File: src/rtl/alu_seq_ctrl_if.sv
// Bus between the ALU sequencer, its requesters and the combinational ALU.
// Request handshake: a request transfers on a rising clock edge where both
// req_valid and req_ready are high; req_op/req_a/req_b are only looked at on
// that edge, and req_ready is high only while the sequencer is idle.
// The slave modport is the sequencer. The master modport is the surrounding
// world: the requester drives req_*, and the ALU drives alu_c.
interface alu_seq_ctrl_if;
  logic        req_valid;
  logic        req_ready;
  logic [4:0]  req_op;
  logic [31:0] req_a;
  logic [31:0] req_b;
  logic [31:0] alu_y;
  logic [31:0] alu_b;
  logic [4:0]  alu_opcode;
  logic [63:0] alu_c;
  logic [31:0] zhi;
  logic [31:0] zlo;
  logic        done;
  logic        err;
  logic        busy;
  logic        state_dbg;   // 0 = IDLE, 1 = EXEC

  modport slave (
    input  req_valid, req_op, req_a, req_b, alu_c,
    output req_ready, alu_y, alu_b, alu_opcode, zhi, zlo, done, err, busy,
           state_dbg
  );

  modport master (
    output req_valid, req_op, req_a, req_b, alu_c,
    input  req_ready, alu_y, alu_b, alu_opcode, zhi, zlo, done, err, busy,
           state_dbg
  );
endinterface

File: src/rtl/alu_seq_ctrl.sv
// Multi-cycle sequencer in front of the combinational ALU. It registers one
// operation onto the ALU inputs, holds them for a per-op cycle budget (so MUL
// and DIV can be constrained as multicycle paths), then captures the 64-bit
// result into zhi/zlo with a one-cycle done pulse.
// Optional feature: define ALU_SEQ_DIV0_TRAP_EN to short-circuit divide by
// zero into a one-cycle op that returns 0 with err set.
module alu_seq_ctrl #(
  parameter int MUL_CYCLES = 4,   // 1..32
  parameter int DIV_CYCLES = 8    // 1..32
) (
  input  logic          clock,
  input  logic          clear,    // synchronous, active-low
  alu_seq_ctrl_if.slave bus
);

  localparam logic [4:0] OP_ADD  = 5'b00011;
  localparam logic [4:0] OP_SUB  = 5'b00100;
  localparam logic [4:0] OP_SHR  = 5'b00101;
  localparam logic [4:0] OP_SHRA = 5'b00110;
  localparam logic [4:0] OP_SHL  = 5'b00111;
  localparam logic [4:0] OP_ROR  = 5'b01000;
  localparam logic [4:0] OP_ROL  = 5'b01001;
  localparam logic [4:0] OP_AND  = 5'b01010;
  localparam logic [4:0] OP_OR   = 5'b01011;
  localparam logic [4:0] OP_MUL  = 5'b01111;
  localparam logic [4:0] OP_DIV  = 5'b10000;
  localparam logic [4:0] OP_NEG  = 5'b10001;
  localparam logic [4:0] OP_NOT  = 5'b10010;

  // Counter preloads are N-1; the counter hits zero on the last hold cycle.
  localparam logic [4:0] MUL_LOAD = 5'(MUL_CYCLES - 1);
  localparam logic [4:0] DIV_LOAD = 5'(DIV_CYCLES - 1);

  typedef enum logic {
    S_IDLE = 1'b0,
    S_EXEC = 1'b1
  } state_t;

  function automatic logic op_legal(input logic [4:0] op);
    case (op)
      OP_ADD, OP_SUB, OP_SHR, OP_SHRA, OP_SHL, OP_ROR, OP_ROL,
      OP_AND, OP_OR, OP_MUL, OP_DIV, OP_NEG, OP_NOT: return 1'b1;
      default:                                       return 1'b0;
    endcase
  endfunction

  state_t      state_q, state_d;
  logic [4:0]  cnt_q, cnt_d;
  logic [31:0] y_q, y_d;
  logic [31:0] b_q, b_d;
  logic [4:0]  op_q, op_d;
  logic [31:0] zhi_q, zhi_d;
  logic [31:0] zlo_q, zlo_d;
  logic        done_q, done_d;
  logic        err_q, err_d;
  // Set at accept when the result must be forced to zero and flagged as err.
  logic        fz_q, fz_d;

  logic        div0_trap;

`ifdef ALU_SEQ_DIV0_TRAP_EN
  assign div0_trap = (bus.req_op == OP_DIV) && (bus.req_b == 32'd0);
`else
  assign div0_trap = 1'b0;
`endif

  // State and datapath registers with synchronous active-low clear.
  always_ff @(posedge clock) begin
    if (!clear) begin
      state_q <= S_IDLE;
      cnt_q   <= 5'd0;
      y_q     <= 32'd0;
      b_q     <= 32'd0;
      op_q    <= 5'd0;
      zhi_q   <= 32'd0;
      zlo_q   <= 32'd0;
      done_q  <= 1'b0;
      err_q   <= 1'b0;
      fz_q    <= 1'b0;
    end else begin
      state_q <= state_d;
      cnt_q   <= cnt_d;
      y_q     <= y_d;
      b_q     <= b_d;
      op_q    <= op_d;
      zhi_q   <= zhi_d;
      zlo_q   <= zlo_d;
      done_q  <= done_d;
      err_q   <= err_d;
      fz_q    <= fz_d;
    end
  end

  // Next-state logic: accept in IDLE, count down in EXEC, capture at zero.
  always_comb begin
    state_d = state_q;
    cnt_d   = cnt_q;
    y_d     = y_q;
    b_d     = b_q;
    op_d    = op_q;
    zhi_d   = zhi_q;
    zlo_d   = zlo_q;
    fz_d    = fz_q;
    done_d  = 1'b0;
    err_d   = 1'b0;
    case (state_q)
      S_IDLE: begin
        if (bus.req_valid) begin
          y_d     = bus.req_a;
          b_d     = bus.req_b;
          op_d    = bus.req_op;
          state_d = S_EXEC;
          if (!op_legal(bus.req_op) || div0_trap) begin
            cnt_d = 5'd0;
            fz_d  = 1'b1;
          end else begin
            fz_d = 1'b0;
            if (bus.req_op == OP_MUL)      cnt_d = MUL_LOAD;
            else if (bus.req_op == OP_DIV) cnt_d = DIV_LOAD;
            else                           cnt_d = 5'd0;
          end
        end
      end
      S_EXEC: begin
        if (cnt_q == 5'd0) begin
          zhi_d   = fz_q ? 32'd0 : bus.alu_c[63:32];
          zlo_d   = fz_q ? 32'd0 : bus.alu_c[31:0];
          done_d  = 1'b1;
          err_d   = fz_q;
          state_d = S_IDLE;
        end else begin
          cnt_d = cnt_q - 5'd1;
        end
      end
      default: state_d = S_IDLE;
    endcase
  end

  assign bus.req_ready  = (state_q == S_IDLE);
  assign bus.busy       = (state_q == S_EXEC);
  assign bus.state_dbg  = state_q;
  assign bus.alu_y      = y_q;
  assign bus.alu_b      = b_q;
  assign bus.alu_opcode = op_q;
  assign bus.zhi        = zhi_q;
  assign bus.zlo        = zlo_q;
  assign bus.done       = done_q;
  assign bus.err        = err_q;

endmodule

File: src/flat_wrapper.sv
// flat-port wrapper written by rule: the top's interface ports become plain ports
module alu_seq_ctrl_flat 
#(
  parameter int MUL_CYCLES = 4,           
  parameter int DIV_CYCLES = 8            
)
  (clock, clear, bus_req_valid, bus_req_op, bus_req_a, bus_req_b, bus_alu_c, bus_req_ready, bus_alu_y, bus_alu_b, bus_alu_opcode, bus_zhi, bus_zlo, bus_done, bus_err, bus_busy, bus_state_dbg);
  alu_seq_ctrl_if bus_i ();
  input  logic clock;
  input  logic clear;
  input wire logic [$bits(bus_i.req_valid)-1:0] bus_req_valid;
  input wire logic [$bits(bus_i.req_op)-1:0] bus_req_op;
  input wire logic [$bits(bus_i.req_a)-1:0] bus_req_a;
  input wire logic [$bits(bus_i.req_b)-1:0] bus_req_b;
  input wire logic [$bits(bus_i.alu_c)-1:0] bus_alu_c;
  output wire logic [$bits(bus_i.req_ready)-1:0] bus_req_ready;
  output wire logic [$bits(bus_i.alu_y)-1:0] bus_alu_y;
  output wire logic [$bits(bus_i.alu_b)-1:0] bus_alu_b;
  output wire logic [$bits(bus_i.alu_opcode)-1:0] bus_alu_opcode;
  output wire logic [$bits(bus_i.zhi)-1:0] bus_zhi;
  output wire logic [$bits(bus_i.zlo)-1:0] bus_zlo;
  output wire logic [$bits(bus_i.done)-1:0] bus_done;
  output wire logic [$bits(bus_i.err)-1:0] bus_err;
  output wire logic [$bits(bus_i.busy)-1:0] bus_busy;
  output wire logic [$bits(bus_i.state_dbg)-1:0] bus_state_dbg;
  assign bus_i.req_valid = bus_req_valid;
  assign bus_i.req_op = bus_req_op;
  assign bus_i.req_a = bus_req_a;
  assign bus_i.req_b = bus_req_b;
  assign bus_i.alu_c = bus_alu_c;
  assign bus_req_ready = bus_i.req_ready;
  assign bus_alu_y = bus_i.alu_y;
  assign bus_alu_b = bus_i.alu_b;
  assign bus_alu_opcode = bus_i.alu_opcode;
  assign bus_zhi = bus_i.zhi;
  assign bus_zlo = bus_i.zlo;
  assign bus_done = bus_i.done;
  assign bus_err = bus_i.err;
  assign bus_busy = bus_i.busy;
  assign bus_state_dbg = bus_i.state_dbg;
  alu_seq_ctrl #(.MUL_CYCLES(MUL_CYCLES), .DIV_CYCLES(DIV_CYCLES)) u_core (.clock(clock), .clear(clear), .bus(bus_i));
endmodule
File: config.mk
export PLATFORM = sky130hd
export DESIGN_NAME = alu_seq_ctrl_flat
export DESIGN_NICKNAME = d
export VERILOG_FILES = /design/src/rtl/alu_seq_ctrl_if.sv /design/src/rtl/alu_seq_ctrl.sv /design/src/flat_wrapper.sv
export SDC_FILE = /design/constraint.sdc
export NUM_CORES = 1
export LEC_CHECK = 0
export CAP_MARGIN = 0
export CORE_AREA = 4 4 104 106
export DETAILED_ROUTE_END_ITERATION = 7
export DIE_AREA = 0 0 108 110
export DONT_BUFFER_PORTS = 1
export PLACE_DENSITY_LB_ADDON = 0.08
export SYNTH_ARGS = -nofsm -noshare
export SYNTH_HDL_FRONTEND = slang
export SYNTH_SLANG_ARGS = --single-unit
File: constraint.sdc
create_clock -name clock -period 4.1 [get_ports clock]
set_input_delay 0.82 -clock clock [delete_from_list [all_inputs] [get_ports clock]]
set_output_delay 0.82 -clock clock [all_outputs]
set_load 0.01 [all_outputs]
=== After elaboration in Yosys (flattened, before gate mapping) ===
Memory sizes are Yosys's and may differ from the RTL's.
Index checks and enable logic that the tools add are counted.

* Add/sub/neg operators: 1
* Eq/ne operators: 4
* Multiplexer cells: 15
* Bitwise logic cells: 1
* Reductions and logical operators: 6

{| class="wikitable"
|+ Operator list
! kind !! number
|-
| 32-bit 2-to-1 mux || 2
|-
| 5-bit 2-to-1 mux || 4
|-
| 5-bit case mux with 2 select lines || 1
|-
| 2-bit AND reduction || 4
|-
| 1-bit 2-to-1 mux || 6
|-
| 5-bit by 4-bit equality test with 1-bit output, second input constant || 1
|-
| 5-bit equality test, second input constant || 1
|-
| 5-bit logical NOT || 1
|-
| 5-bit by 1-bit subtractor with 5-bit output, second input constant || 1
|-
| 2-bit inequality test, second input constant || 2
|-
| 3-bit 2-to-1 mux || 1
|-
| 3-bit AND reduction || 1
|-
| 1-bit case mux with 2 select lines || 1
|-
| 1-bit NOT || 1
|}

* Bits in registers: 142
* Memory bits (read-only): 32
* Bits of input ports: 136
* Output and inout bits: 138
* Word-level logic and storage cells: 38
* Memories: 1

{| class="wikitable"
|+ Memories
! name !! depth !! bits a word !! rd ports !! clocked after Yosys merged registers in !! write ports !! line !! source
|-
| (no name shown) || 32 || 1 || 1 || 0 || 0 || alu_seq_ctrl.sv:40 || <nowiki>case (op)</nowiki>
|}

=== Depth between registers and ports, before layout ===
* Word-level depth: 6
* Mapped depth: 7
* Mapped depth without buffers: 5

=== Least setup slack after synthesis ===
OpenSTA, ideal clock, no wires.

* Path kind: register to output
* Start point: reg u_core.state_q (netlist: u_core.bus.busy)
* End point: out bus_req_ready
* Data arrival time: 1,029 ps
* Required time: 3,280 ps
* Setup slack: 2,251 ps
* Cell stages (with the launch flop): 4
* Path buffers: 2
* Cell sequence: dfxtp_1 > inv_2 > clkbuf_1 > buf_1

* Cells in the longest elaborated chain, start to end: 1

{| class="wikitable"
|+ RTL lines
! what !! line !! source
|-
| from (decl) || alu_seq_ctrl.sv:47 || <nowiki>state_t state_q, state_d;</nowiki>
|-
| from (signal assigned) || alu_seq_ctrl.sv:81 || <nowiki>state_q <= state_d;</nowiki>
|-
| 1-bit NOT || alu_seq_ctrl.sv:139 || <nowiki>assign bus.req_ready = (state_q == S_IDLE);</nowiki>
|-
| to (decl) || flat_wrapper.sv:16 || <nowiki>output wire logic [$bits(bus_i.req_ready)-1:0] bus_req_ready;</nowiki>
|}

No other way between the ends.

=== Worst setup path after layout ===
Same ends and word-level chain as after synthesis.

==> run metrics <==
status=finished, final reports clean; CTS Buffer Depth=2; CP Launch Type=register; Die Y-Extent=between 100 and 150 µm; internal cell power=between 2 and 2.5 mW; reg2reg start=u_core.bus.busy$_SDFF_PN0_; synth unique cells=37; vias per cell=6.106; Clock transition at path regs=roughly 0.070 ns; Tot Pwr=3.476 mW; Final Max Tran Viols=0; Slew @ Worst Pin=1.085 ns; residual DRC count=0; P&R area growth vs syn=9.177%; Clk network pwr share=42.6%; diode count=0; Peak Freq=400.6 MHz; clk sinks=142; register area share after synthesis=51.36%; Finished Layout Cells=758; Slowest cell on crit path=inv_2; Yosys reg bits=about 140; CTS root buf=clkbuf_8; LEAKAGE=2.051 nW; crit path max fanout=67; WL/cell=20.25 µm; RSZ-0062 raised after global routing=false; Setup CP Type=register to primary output; worst skew pair latency=0.52 ns; sw frac=28.62%; initial DRC count=517; IR drop worst, VDD=roughly 0.00026 V; mapped cell area=around 0.0055 mm²; share of cells above drive strength 1=7.680%; Starting Density=56.63%; GRT Total Usage=24.61%; # Post-CTS Setup Buffers=0; number of instances in the placed design=726; YS warnings=0; crit-path leading delay family=buffers and inverters; count of max-cap constraint violations=0; most frequent cells in the layout=dfxtp_1 (141), nand2_1 (139), a21oi_1 (135); Syn Area/Cell=8.477 µm²; # port buffers=0; pwr/cell area=575.2 mW/mm²; DR pass1 iterations=5; Hold WC Path Type=input pin to register; DP Area=0.005472 mm²; commonest non-fill, non-tap cell in the layout=dfxtp_1; DR vias=4628; chip width=around 110 µm; CP required=3.28 ns; CP endpoint kind=primary output; first-pass GRT wire length=roughly 23000 µm; Buffers & Inverters on Critical Path=1; Psw=995.0 µW; number of buffers created by CTS=17; Cell Rows=36; grt total ovfl=0; Critical Path Source=u_core.bus.busy$_SDFF_PN0_; IO Count=274; pin count of the biggest net entering global routing=74; core area=about 0.0098 mm²; worst-path cell chain=inv_2; die area=between 0.01 and 0.015 mm²; Final ANT Viol Nets=0; Sum Neg Setup Slack=0 ns; initial antenna violation count=0; Routed WL=15350 µm; nets=roughly 750; post-CTS sizing=0; CP max stage delay=~0.77 ns; H-Tree Depth=4; routability cong.=~0.78; Seq pwr share=45.7%; Hold Startpoint=bus_req_a[12]; Mapped Cells=653; Post-synth EDFFs=0; cts hold-fix bufs=0; design area=between 0.006 and 0.007 mm²; post-synthesis async set-or-reset flop share=0%; Final Setup Violations=0; Final Hold Vio Count=0; final period utilization=60.89%; Post-synth top flop=dfxtp_1; vias in the first global route=4404; CTS tree=done; fin crit period=2.496 ns; clock skew=0.01150 ns; combinational power share=11.7%; Final HPWL DP=10150 µm; Slew HR=27.69%; syn nets=790; CP arrival=1.68 ns
-- Yosys cell counts, types with 4 or more instances --
cell      count  area [µm²]
a21oi_1     135       675.7
buf_6         4       45.04
nor2_1        4       15.01
nand2_1     139       521.8
buf_1         4       15.01
buf_4         5       37.54
buf_2         7       35.03
clkbuf_1     48       180.2
dfxtp_1     142        2843
nand4b_1     64       560.5
o21ai_0      34       170.2
o21ai_1      30       150.1
-- cell families after synthesis --
family	after synthesis	share of synthesized area, %
AO/OA/AOI/OAI	210	19.69
AND/OR/NAND/NOR	225	22.26
buffers and inverters	72	5.922
adder cells (fa/ha/maj)	1	0.2260
multiplexers	3	0.5425
flip-flops	142	51.36
-- power groups by stage --
stage | Sequential (mW) | Combinational (mW) | Clock (mW)
after global routing | 1.60 | 0.457 | 1.57
after global placement | 1.62 | 0.390 | 0
final | 1.59 | 0.406 | 1.48
after floorplan | 1.59 | 0.359 | 0
after CTS | 1.59 | 0.407 | 1.50
after detailed placement | 1.62 | 0.405 | 0
-- stage by stage --
step | utilization [%] | worst slack, ns | hold WS (ns)
after floorplan | - | 2.251 | 0.4712
after global placement | 55.98 | 1.854 | 0.4899
after detailed placement | 55.98 | 1.754 | 0.4957
after CTS | 61.83 | 1.577 | 0.4124
after global routing | 61.83 | 1.464 | 0.4055
final | 61.83 | 1.604 | 0.4282
-- flip-flops by register name, summed over array words and instances (netlist names) --
register / flops
u_core.bus.done: 1
u_core.bus.zlo: 32
u_core.bus.alu_opcode: 5
u_core.bus.alu_y: 32
u_core.bus.err: 1
u_core.fz_q: 1
u_core.cnt_q: 5
u_core.bus.busy: 1
u_core.bus.alu_b: 32
u_core.bus.zhi: 32
-- per-layer routing --
layer / vias up / global-route usage (%) / routed length, µm
met5: - / 0 / 0
met4: 0 / 8.566 / 277
met3: 23 / 11.65 / 1852
met2: 226 / 41.30 / 7740
met1: 2176 / 27.55 / 5480
li1: 2203 / - / -
-- worst paths after layout --
check | slack [ns] | end | cells past startpoint
worst min register to register | 0.50 | u_core.bus.alu_y[4]$_SDFFE_PN0P_ | 2
worst min-delay path | 0.43 | u_core.bus.alu_y[12]$_SDFFE_PN0P_ | 2
worst max-delay path | 1.60 | bus_req_ready | 1
worst max register to register | 2.02 | u_core.cnt_q[1]$_SDFFE_PN0P_ | 4
-- cell type report --
class,count,area (µm²)
inverters,4,17.52
repair buffers,8,60.06
well taps,133,166.4
clock inverters,13,140.1
fillers,847,3731
flip-flops and latches,142,2844
clock buffers,19,431.7
multi-input cells,439,2384
(Power assumes the default switching activity.)
